`src/rtl/gpio_bus_arbiter.sv`:
```
// gpio_bus_arbiter
//
// Bus master and two-way round-robin arbiter in front of the GPIO register
// slave. Requests from two on-chip requesters are granted one at a time and
// turned into the slave's strobe/ready handshake. Set-bits and clear-bits
// commands run as an uninterrupted read-modify-write, so the two requesters
// can never interleave partial updates to a GPIO register.
//
// Optional feature macro: GPIO_ARB_TIMEOUT_EN
//   defined   - a wait-state counter aborts an operation after TIMEOUT cycles
//               without bus_rdy_, completing it with err=1 and rdata=0.
//   undefined - wait states hold forever and err_0/err_1 are tied low.
//
// Parameters
//   DATA_W   bus data width
//   ADDR_W   GPIO register address width
//   TIMEOUT  wait-state limit in cycles (timeout feature only)
//
// Ports
//   clk, reset            clock, asynchronous active-high reset
//   req_n                 operation request, held until done_n
//   op_n                  00 read, 01 write, 10 set bits, 11 clear bits
//   addr_n, wdata_n       target register, write data or bit mask
//   done_n                one-cycle completion pulse
//   err_n                 timeout flag, valid with done_n
//   rdata_n               read result (pre-modify value for set/clear)
//   busy, gnt_id          arbiter active, requester currently owned
//   bus_cs_, bus_as_      active-low strobes to the slave
//   bus_rw                1 = read, 0 = write
//   bus_addr, bus_wr_data slave address and write data
//   bus_rd_data, bus_rdy_ slave read data and active-low ready

module gpio_bus_arbiter #(
  parameter int DATA_W  = 32,
  parameter int ADDR_W  = 2,
  parameter int TIMEOUT = 15
) (
  input  logic              clk,
  input  logic              reset,
  input  logic              req_0,
  input  logic              req_1,
  input  logic [1:0]        op_0,
  input  logic [1:0]        op_1,
  input  logic [ADDR_W-1:0] addr_0,
  input  logic [ADDR_W-1:0] addr_1,
  input  logic [DATA_W-1:0] wdata_0,
  input  logic [DATA_W-1:0] wdata_1,
  output logic              done_0,
  output logic              done_1,
  output logic              err_0,
  output logic              err_1,
  output logic [DATA_W-1:0] rdata_0,
  output logic [DATA_W-1:0] rdata_1,
  output logic              busy,
  output logic              gnt_id,
  output logic              bus_cs_,
  output logic              bus_as_,
  output logic              bus_rw,
  output logic [ADDR_W-1:0] bus_addr,
  output logic [DATA_W-1:0] bus_wr_data,
  input  logic [DATA_W-1:0] bus_rd_data,
  input  logic              bus_rdy_
);

  typedef enum logic [2:0] {
    IDLE,
    RD_STB,
    RD_WAIT,
    WR_STB,
    WR_WAIT,
    DONE
  } state_t;

  localparam logic [1:0] OP_READ  = 2'b00;
  localparam logic [1:0] OP_WRITE = 2'b01;
  localparam logic [1:0] OP_SET   = 2'b10;
  localparam logic [1:0] OP_CLR   = 2'b11;

  state_t            state_q;
  logic              lastGnt_q;
  logic              gntId_q;
  logic              busy_q;
  logic [1:0]        op_q;
  logic [DATA_W-1:0] mask_q;
  logic [DATA_W-1:0] preData_q;
  logic              csN_q;
  logic              asN_q;
  logic              busRw_q;
  logic [ADDR_W-1:0] busAddr_q;
  logic [DATA_W-1:0] busWrData_q;
  logic              done0_q;
  logic              done1_q;
  logic [DATA_W-1:0] rdata0_q;
  logic [DATA_W-1:0] rdata1_q;

  logic              grantSel_d;
  logic [1:0]        selOp_d;
  logic [ADDR_W-1:0] selAddr_d;
  logic [DATA_W-1:0] selWdata_d;
  logic [DATA_W-1:0] modData_d;
  logic              timeout_d;

  // Round-robin pick: on a tie the requester that did not own the bus last
  // time wins; a lone request is simply taken.
  always_comb begin
    grantSel_d = 1'b0;
    if (req_0 && req_1) begin
      grantSel_d = ~lastGnt_q;
    end else if (req_1) begin
      grantSel_d = 1'b1;
    end
    selOp_d    = grantSel_d ? op_1    : op_0;
    selAddr_d  = grantSel_d ? addr_1  : addr_0;
    selWdata_d = grantSel_d ? wdata_1 : wdata_0;
  end

  // Modify step of set/clear, applied straight to the slave's read data so
  // the write strobe can follow the read ready with no extra cycle.
  always_comb begin
    modData_d = mask_q;
    if (op_q == OP_SET) begin
      modData_d = bus_rd_data | mask_q;
    end else if (op_q == OP_CLR) begin
      modData_d = bus_rd_data & ~mask_q;
    end
  end

`ifdef GPIO_ARB_TIMEOUT_EN
  localparam int CNT_W = (TIMEOUT > 1) ? $clog2(TIMEOUT) + 1 : 1;
  localparam logic [CNT_W-1:0] CNT_LAST = CNT_W'(TIMEOUT - 1);

  logic [CNT_W-1:0] waitCnt_q;
  logic             err0_q;
  logic             err1_q;

  // Counts consecutive not-ready cycles in either wait state; any other
  // state, or a ready, clears it so each wait phase starts from zero.
  always_ff @(posedge clk or posedge reset) begin
    if (reset) begin
      waitCnt_q <= '0;
    end else if ((state_q == RD_WAIT || state_q == WR_WAIT) && bus_rdy_) begin
      waitCnt_q <= waitCnt_q + 1'b1;
    end else begin
      waitCnt_q <= '0;
    end
  end

  assign timeout_d = bus_rdy_ && (waitCnt_q == CNT_LAST);
  assign err_0     = err0_q;
  assign err_1     = err1_q;
`else
  // TIMEOUT only matters when the wait-state counter is built in.
  localparam int unusedTimeout = TIMEOUT;

  assign timeout_d = 1'b0;
  assign err_0     = 1'b0;
  assign err_1     = 1'b0;
`endif

  // Main sequencer. Every output is a register written on the edge that
  // enters the state it belongs to, so strobes are low exactly during the
  // *_STB states and done/rdata appear together in the DONE cycle. Requests
  // are only looked at in IDLE.
  always_ff @(posedge clk or posedge reset) begin
    if (reset) begin
      state_q     <= IDLE;
      lastGnt_q   <= 1'b1;
      gntId_q     <= 1'b0;
      busy_q      <= 1'b0;
      op_q        <= OP_READ;
      mask_q      <= '0;
      preData_q   <= '0;
      csN_q       <= 1'b1;
      asN_q       <= 1'b1;
      busRw_q     <= 1'b1;
      busAddr_q   <= '0;
      busWrData_q <= '0;
      done0_q     <= 1'b0;
      done1_q     <= 1'b0;
      rdata0_q    <= '0;
      rdata1_q    <= '0;
`ifdef GPIO_ARB_TIMEOUT_EN
      err0_q      <= 1'b0;
      err1_q      <= 1'b0;
`endif
    end else begin
      csN_q   <= 1'b1;
      asN_q   <= 1'b1;
      done0_q <= 1'b0;
      done1_q <= 1'b0;
      case (state_q)
        IDLE: begin
          if (req_0 || req_1) begin
            gntId_q   <= grantSel_d;
            busy_q    <= 1'b1;
            op_q      <= selOp_d;
            mask_q    <= selWdata_d;
            busAddr_q <= selAddr_d;
            csN_q     <= 1'b0;
            asN_q     <= 1'b0;
            if (selOp_d == OP_WRITE) begin
              busRw_q     <= 1'b0;
              busWrData_q <= selWdata_d;
              state_q     <= WR_STB;
            end else begin
              busRw_q <= 1'b1;
              state_q <= RD_STB;
            end
          end
        end
        RD_STB: begin
          state_q <= RD_WAIT;
        end
        RD_WAIT: begin
          if (!bus_rdy_) begin
            if (op_q == OP_READ) begin
              state_q <= DONE;
              done0_q <= ~gntId_q;
              done1_q <= gntId_q;
              if (gntId_q) rdata1_q <= bus_rd_data;
              else         rdata0_q <= bus_rd_data;
`ifdef GPIO_ARB_TIMEOUT_EN
              if (gntId_q) err1_q <= 1'b0;
              else         err0_q <= 1'b0;
`endif
            end else begin
              preData_q   <= bus_rd_data;
              busWrData_q <= modData_d;
              busRw_q     <= 1'b0;
              csN_q       <= 1'b0;
              asN_q       <= 1'b0;
              state_q     <= WR_STB;
            end
          end else if (timeout_d) begin
            // An RMW abandoned here never reaches the write strobe.
            state_q <= DONE;
            done0_q <= ~gntId_q;
            done1_q <= gntId_q;
            if (gntId_q) rdata1_q <= '0;
            else         rdata0_q <= '0;
`ifdef GPIO_ARB_TIMEOUT_EN
            if (gntId_q) err1_q <= 1'b1;
            else         err0_q <= 1'b1;
`endif
          end
        end
        WR_STB: begin
          state_q <= WR_WAIT;
        end
        WR_WAIT: begin
          if (!bus_rdy_ || timeout_d) begin
            state_q <= DONE;
            done0_q <= ~gntId_q;
            done1_q <= gntId_q;
            // A plain write leaves rdata alone; RMW reports the old value.
            if (timeout_d) begin
              if (gntId_q) rdata1_q <= '0;
              else         rdata0_q <= '0;
            end else if (op_q != OP_WRITE) begin
              if (gntId_q) rdata1_q <= preData_q;
              else         rdata0_q <= preData_q;
            end
`ifdef GPIO_ARB_TIMEOUT_EN
            if (gntId_q) err1_q <= timeout_d;
            else         err0_q <= timeout_d;
`endif
          end
        end
        DONE: begin
          lastGnt_q <= gntId_q;
          busy_q    <= 1'b0;
          state_q   <= IDLE;
        end
        default: begin
          state_q <= IDLE;
        end
      endcase
    end
  end

  assign done_0      = done0_q;
  assign done_1      = done1_q;
  assign rdata_0     = rdata0_q;
  assign rdata_1     = rdata1_q;
  assign busy        = busy_q;
  assign gnt_id      = gntId_q;
  assign bus_cs_     = csN_q;
  assign bus_as_     = asN_q;
  assign bus_rw      = busRw_q;
  assign bus_addr    = busAddr_q;
  assign bus_wr_data = busWrData_q;

endmodule

```
`config.mk`:
```
export PLATFORM = sky130hd
export DESIGN_NAME = gpio_bus_arbiter
export DESIGN_NICKNAME = d
export VERILOG_FILES = /design/src/rtl/gpio_bus_arbiter.sv
export SDC_FILE = /design/constraint.sdc
export NUM_CORES = 1
export LEC_CHECK = 0
export ABC_AREA = 1
export BUFFER_PORTS_ARGS = -buffer_cell sky130_fd_sc_hd__clkbuf_2
export CAP_MARGIN = 20
export CORE_ASPECT_RATIO = 0.9
export CORE_MARGIN = 4
export CORE_UTILIZATION = 45
export CTS_CLUSTER_DIAMETER = 200
export DETAILED_ROUTE_END_ITERATION = 16
export GPL_ROUTABILITY_DRIVEN = 0
export PLACE_DENSITY = 0.72
export SYNTH_ARGS = -nofsm -noshare
export SYNTH_HDL_FRONTEND = slang
export SYNTH_SLANG_ARGS = --single-unit
```
`constraint.sdc`:
```
create_clock -name clk -period 4.7 [get_ports clk]
set_clock_uncertainty 0.2 [all_clocks]
set_input_delay 0.235 -clock clk [delete_from_list [all_inputs] [get_ports clk]]
set_output_delay 0.235 -clock clk [all_outputs]
set_load 0.005 [all_outputs]
```
After elaboration in Yosys (flattened, before gate mapping)
Cells that the tools add are included.
{"block": "op_classes", "n_eq_ne": 20, "muxes": 51, "bitwise_logic": 7, "reduce_logical": 15}
{"op": "32-bit 2-to-1 mux", "n": 19}
{"op": "32-bit case mux with 2 select lines", "n": 3}
{"op": "32-bit AND", "n": 1}
{"op": "32-bit NOT", "n": 1}
{"op": "32-bit bitwise OR", "n": 1}
{"op": "2-bit != test (second input constant)", "n": 11}
{"op": "1-bit 2-to-1 mux", "n": 16}
{"op": "3-bit case mux with 5 select lines", "n": 1}
{"op": "7-bit AND reduction", "n": 2}
{"op": "3-bit 2-to-1 mux", "n": 4}
{"op": "1-bit case mux with 2 select lines", "n": 5}
{"op": "3-bit by 2-bit == test with 1-bit output (second input constant)", "n": 2}
{"op": "3-bit == test (second input constant)", "n": 2}
{"op": "2-bit 2-to-1 mux", "n": 3}
{"op": "3-bit AND reduction", "n": 2}
{"op": "2-bit nonzero test", "n": 3}
{"op": "5-bit AND reduction", "n": 1}
{"op": "2-bit == test (second input constant)", "n": 2}
{"op": "1-bit NOT", "n": 4}
{"op": "2-bit AND reduction", "n": 2}
{"op": "4-bit AND reduction", "n": 1}
{"op": "3-bit by 1-bit == test with 1-bit output (second input constant)", "n": 1}
{"op": "3-bit logical NOT", "n": 1}
{"op": "2-bit by 1-bit == test with 1-bit output (second input constant)", "n": 1}
{"op": "4 further kinds", "n": 4}
{"block": "word_totals", "regBits": 174, "input_bits": 109, "out_inout_bits": 107, "elab_cells": 108}

Logic depth before layout (Yosys ltp)
{"block": "depth", "depth_word": 7, "mapped_depth": 11, "ltp_nobuf": 9}

Worst setup path before layout
Ideal clock, no wire load.
{"block": "synth_path", "path_type": "reg2reg", "from": "reg lastGnt_q", "to": "reg busWrData_q[0], in the netlist bus_wr_data[0]", "setup_ps": 116, "t_arrival_ps": 1453, "t_required_ps": 4384, "slack_ps": 2931, "stages_incl_launch_ff": 11, "path_buffers": 1, "period_less_slack_ps": 1769, "cell_sequence": "dfstp_2 nand2_1 nand2_2 nand2_1 nand2_1 nand2_1 nand2_2 nand2_2 buf_2 nand2_1 nand2_1"}
{"block": "synth_between", "elab_chain_len": 6, "word_cells_on_any_way": 10, "cone_classes": "2 x eq/ne; 6 x mux; 1 x bitwise; 1 x reduce/logical"}
{"element": "from (decl)", "line_no": "80", "source": "logic lastGnt_q;"}
{"element": "from (signal assigned)", "line_no": "270", "source": "lastGnt_q <= gntId_q;"}
{"element": "1-bit NOT *", "line_no": "108", "source": "grantSel_d = ~lastGnt_q;"}
{"element": "1-bit 2-to-1 mux *", "line_no": "107", "source": "if (req_0 && req_1) begin"}
{"element": "2-bit 2-to-1 mux or 32-bit 2-to-1 mux (tied branches)", "line_no": "112, 114"}
{"element": "2-bit by 1-bit == test with 1-bit output or 32-bit 2-to-1 mux (tied branches)", "line_no": "201", "source": "if (selOp_d == OP_WRITE) begin"}
{"element": "2-bit != test (no line) or 32-bit 2-to-1 mux (tied branches)"}
{"element": "5-bit AND reduction (no line) or 32-bit case mux with 2 select lines (tied branches)"}
{"element": "to (signal assigned)", "line_no": "203", "source": "busWrData_q <= selWdata_d;"}
{"element": "to (signal assigned)", "line_no": "228", "source": "busWrData_q <= modData_d;"}
{"element": "to (decl)", "line_no": "90", "source": "logic [DATA_W-1:0] busWrData_q;"}
Every way passes the cells marked *; elsewhere a longest branch is shown, timed or not. The select of a mux whose other input is x is not followed.
A chain may end at the register's enable or synchronous reset.

Worst setup path in the final report
{"block": "layout_path", "from": "reg lastGnt_q", "to": "reg busWrData_q[19], in the netlist bus_wr_data[19]"}
Same word-level chain as after synthesis.

==> reports/qor.yml <==
clock-sinks: 174
cts_buffers: 17
final_common_cell: "nand2_1"
cp_slowest_cell: "nand2_2"
drc_errors: 0
ys_types: 27
crit_chain: "nand2_1 > buf_4 > nand2_2 > buf_4 > nand2_1 > nand2_1 > nand2_1 > nand2_2 > nand2_2 > nand2_1 > nand2_1"
yosys.area_share.simple_pct: 38.3
path_clk_slew_ns: 0.07
cts_max_level: 4
maxCapViolCount: 0
critical-path-top-delay-family: "simple AND/OR/NAND/NOR gates"
nNetsFinal: 1576
synth_top_family_by_area: "simple AND/OR/NAND/NOR gates"
hold_buffers: 91
portBuffers: 213
final_core_util_pct: 59.8
worstReg2RegStart: "lastGnt_q"
crit_path_end: "bus_wr_data[19]"
yosysWarnings: 0
rr_worst_depth: 11
hp-class: "input port to flop"
cts_tree: "done"
layout-drive-gt1-share_pct: 18.9
arrival_ns: 3.62
grt_pass1_wl_microns: 45400
cts_root_buf: "clkbuf_16"
slew_headroom_pct: 33.8
synth.avg_cell_area_sq_um: 7.46
netlist_area_sq_um: 9030
grt_setup_unrepaired: "false"
cts_setup_buffers: 0
synthMuxAreaShare_pct: 0
drtIter0Drc: 845
n_fill_cell: 1845
rows: 48
clock_path_buffers: 2
fin_crit_ns: 3.50
wirelength_microns: 28300
vias: 9142
setup_viol: 0
ios: 216
end_kind: "flop"
syn_inst: 1211
ctsResizeCount: 0
cp_max_fo: 35
worst_pin_slew_ns: 0.993
area_delta_synth_final_pct: 28.8
die_area_sq_um: 22400
crit_top_cell: "nand2_1"
slew_violations: 0
powerDensity_nw_per_um2: 610
synth_compound_area_share_pct: 4.27
final_cell_mix: "nand2_1, clkbuf_2, dfrtp_1, nand3_1, inv_1"
leakagePower_nw: 6.39
setup.worst_path.class: "flop to flop"
startpoint: "lastGnt_q"
drt-pass1-iter-count: 5
synth_xor_area_share_pct: 0
ys_seq_area_share_pct: 48.2
core_sq_um: 19500
max_stage_delay_ns: 0.62
r2r_setup_slack_ns: 1.20
clk_latency_ns: 0.43
ys_ff_latch: 174
wire_per_inst_microns: 16.3
timing.fmax_ghz: 0.286
dp_hpwl_microns: 18900
fin_crit_sh_pct: 74.5
timing_hold_violations_final: 0
antenna_found_initial: 0
setup_tns_ns: 0
vias_per_cell: 5.28
r2r_end: "bus_wr_data[19]"
antennaDiodeCount: 0
grt_max_degree: 175
worst-path-buf-inv: 2
ant_nets: 0
synthAdderAreaFrac_pct: 0
die_h_microns: 142
outcome: "complete, no violations"
worst_ep_required_time_ns: 4.82
start_util_pct: 46.4
worstSetupPathDepth: 11
irDropWorstVdd_uv: 314
grt_usage_pct: 25.3
gr-total-overflow: 0
grt_pass1_vias: 8704
start_kind: "flop"
die_w_microns: 157
final cells by class:
cell class	count	area, sq um	area share, %
clock buffers	24	492	4.23
clock inverters	8	81.3	0.699
inverters	112	425	3.66
multi-input cells	844	3850	33.1
flip-flops and latches	174	4360	37.5
well taps	250	313	2.69
repair buffers	318	2110	18.2
cell usage after synthesis:
cell	instances	area share, %
dfrtp_1	171	47
nand3b_1	33	2.7
inv_1	108	4.5
conb_1	1	0.042
nand4_1	63	4.4
nor2_8	1	0.22
o21ai_1	4	0.22
buf_2	35	1.9
nand2_2	7	0.48
nor2_4	1	0.12
clkbuf_1	34	1.4
nor2_1	9	0.37
clkinv_2	1	0.055
nand3_1	169	9.4
nor2_2	1	0.069
o21a_1	2	0.17
o21ai_0	70	3.9
nor3_4	1	0.18
nand2_4	2	0.25
nand3_2	2	0.22
buf_6	6	0.75
inv_2	3	0.12
nand2_1	474	20
nor3_1	3	0.17
buf_4	3	0.25
buf_1	4	0.17
dfstp_2	3	0.87
sequential cells by signal, indices dropped and copies added, names as in the netlist, 2 cells and up:
| signal | count |
|---|---|
| bus_wr_data | 32 |
| op_q | 2 |
| mask_q | 32 |
| preData_q | 32 |
| bus_addr | 2 |
| rdata_1 | 32 |
| state_q | 3 |
| rdata_0 | 32 |
worst min path at each step:
stage / start / endpoint / slack, ns / depth (start not counted)
floorplan: bus_rdy_ / done_0 / 0.11 / 1
global placement: rdata_1[4] / rdata_1[4] / 0.26 / 2
detailed placement: bus_wr_data[20] / bus_wr_data[20] / 0.26 / 2
CTS: wdata_1[19] / mask_q[19] / 0.001 / 4
global route: wdata_1[19] / mask_q[19] / 0.02 / 4
finish: wdata_1[7] / mask_q[7] / 0.007 / 4
kinds of logic after synthesis:
group                  after synthesis
AOI/OAI and AO/OA                   76
DFF                                174
and+or+nand+nor                    766
other                                1
buffers and inverters              194
stage by stage:
step / setup slack (ns) / area, sq um / std cells / hold slack [ns] / power [mW]
after floorplan: 2.04 / 9040 / 1212 / 0.107 / 4.53
after global placement: 1.43 / 10100 / 1606 / 0.256 / 5.45
after detailed placement: 1.27 / 10100 / 1606 / 0.262 / 5.55
after CTS: 1.25 / 11600 / 1729 / 0.00148 / 7.09
after global routing: 1.01 / 11600 / 1730 / 0.0174 / 7.67
final: 1.20 / 11600 / 1730 / 0.00696 / 7.09
per-layer routing:
layer	track usage [%]	up-vias	share of wire (%)
met5	0	-	0
met1	38.5	4251	45
met4	6.65	0	1.5
li1	-	4416	-
met3	4.56	39	9.5
met2	37.4	436	44
worst register-to-register path, stage by stage (launching register included):
cell,delay (ns)
dfstp_2,0.53
nand2_1,0.05
buf_4,0.24
nand2_2,0.20
buf_4,0.35
nand2_1,0.10
nand2_1,0.14
nand2_1,0.11
nand2_2,0.55
nand2_2,0.62
nand2_1,0.22
nand2_1,0.07
power by group:
group          internal (mW)  switching [mW]
clock network          0.788           0.585
logic                   1.11            1.98
registers               2.19           0.437
total                   4.09            3.00
Note: power is estimated with default switching activity, not from simulation.
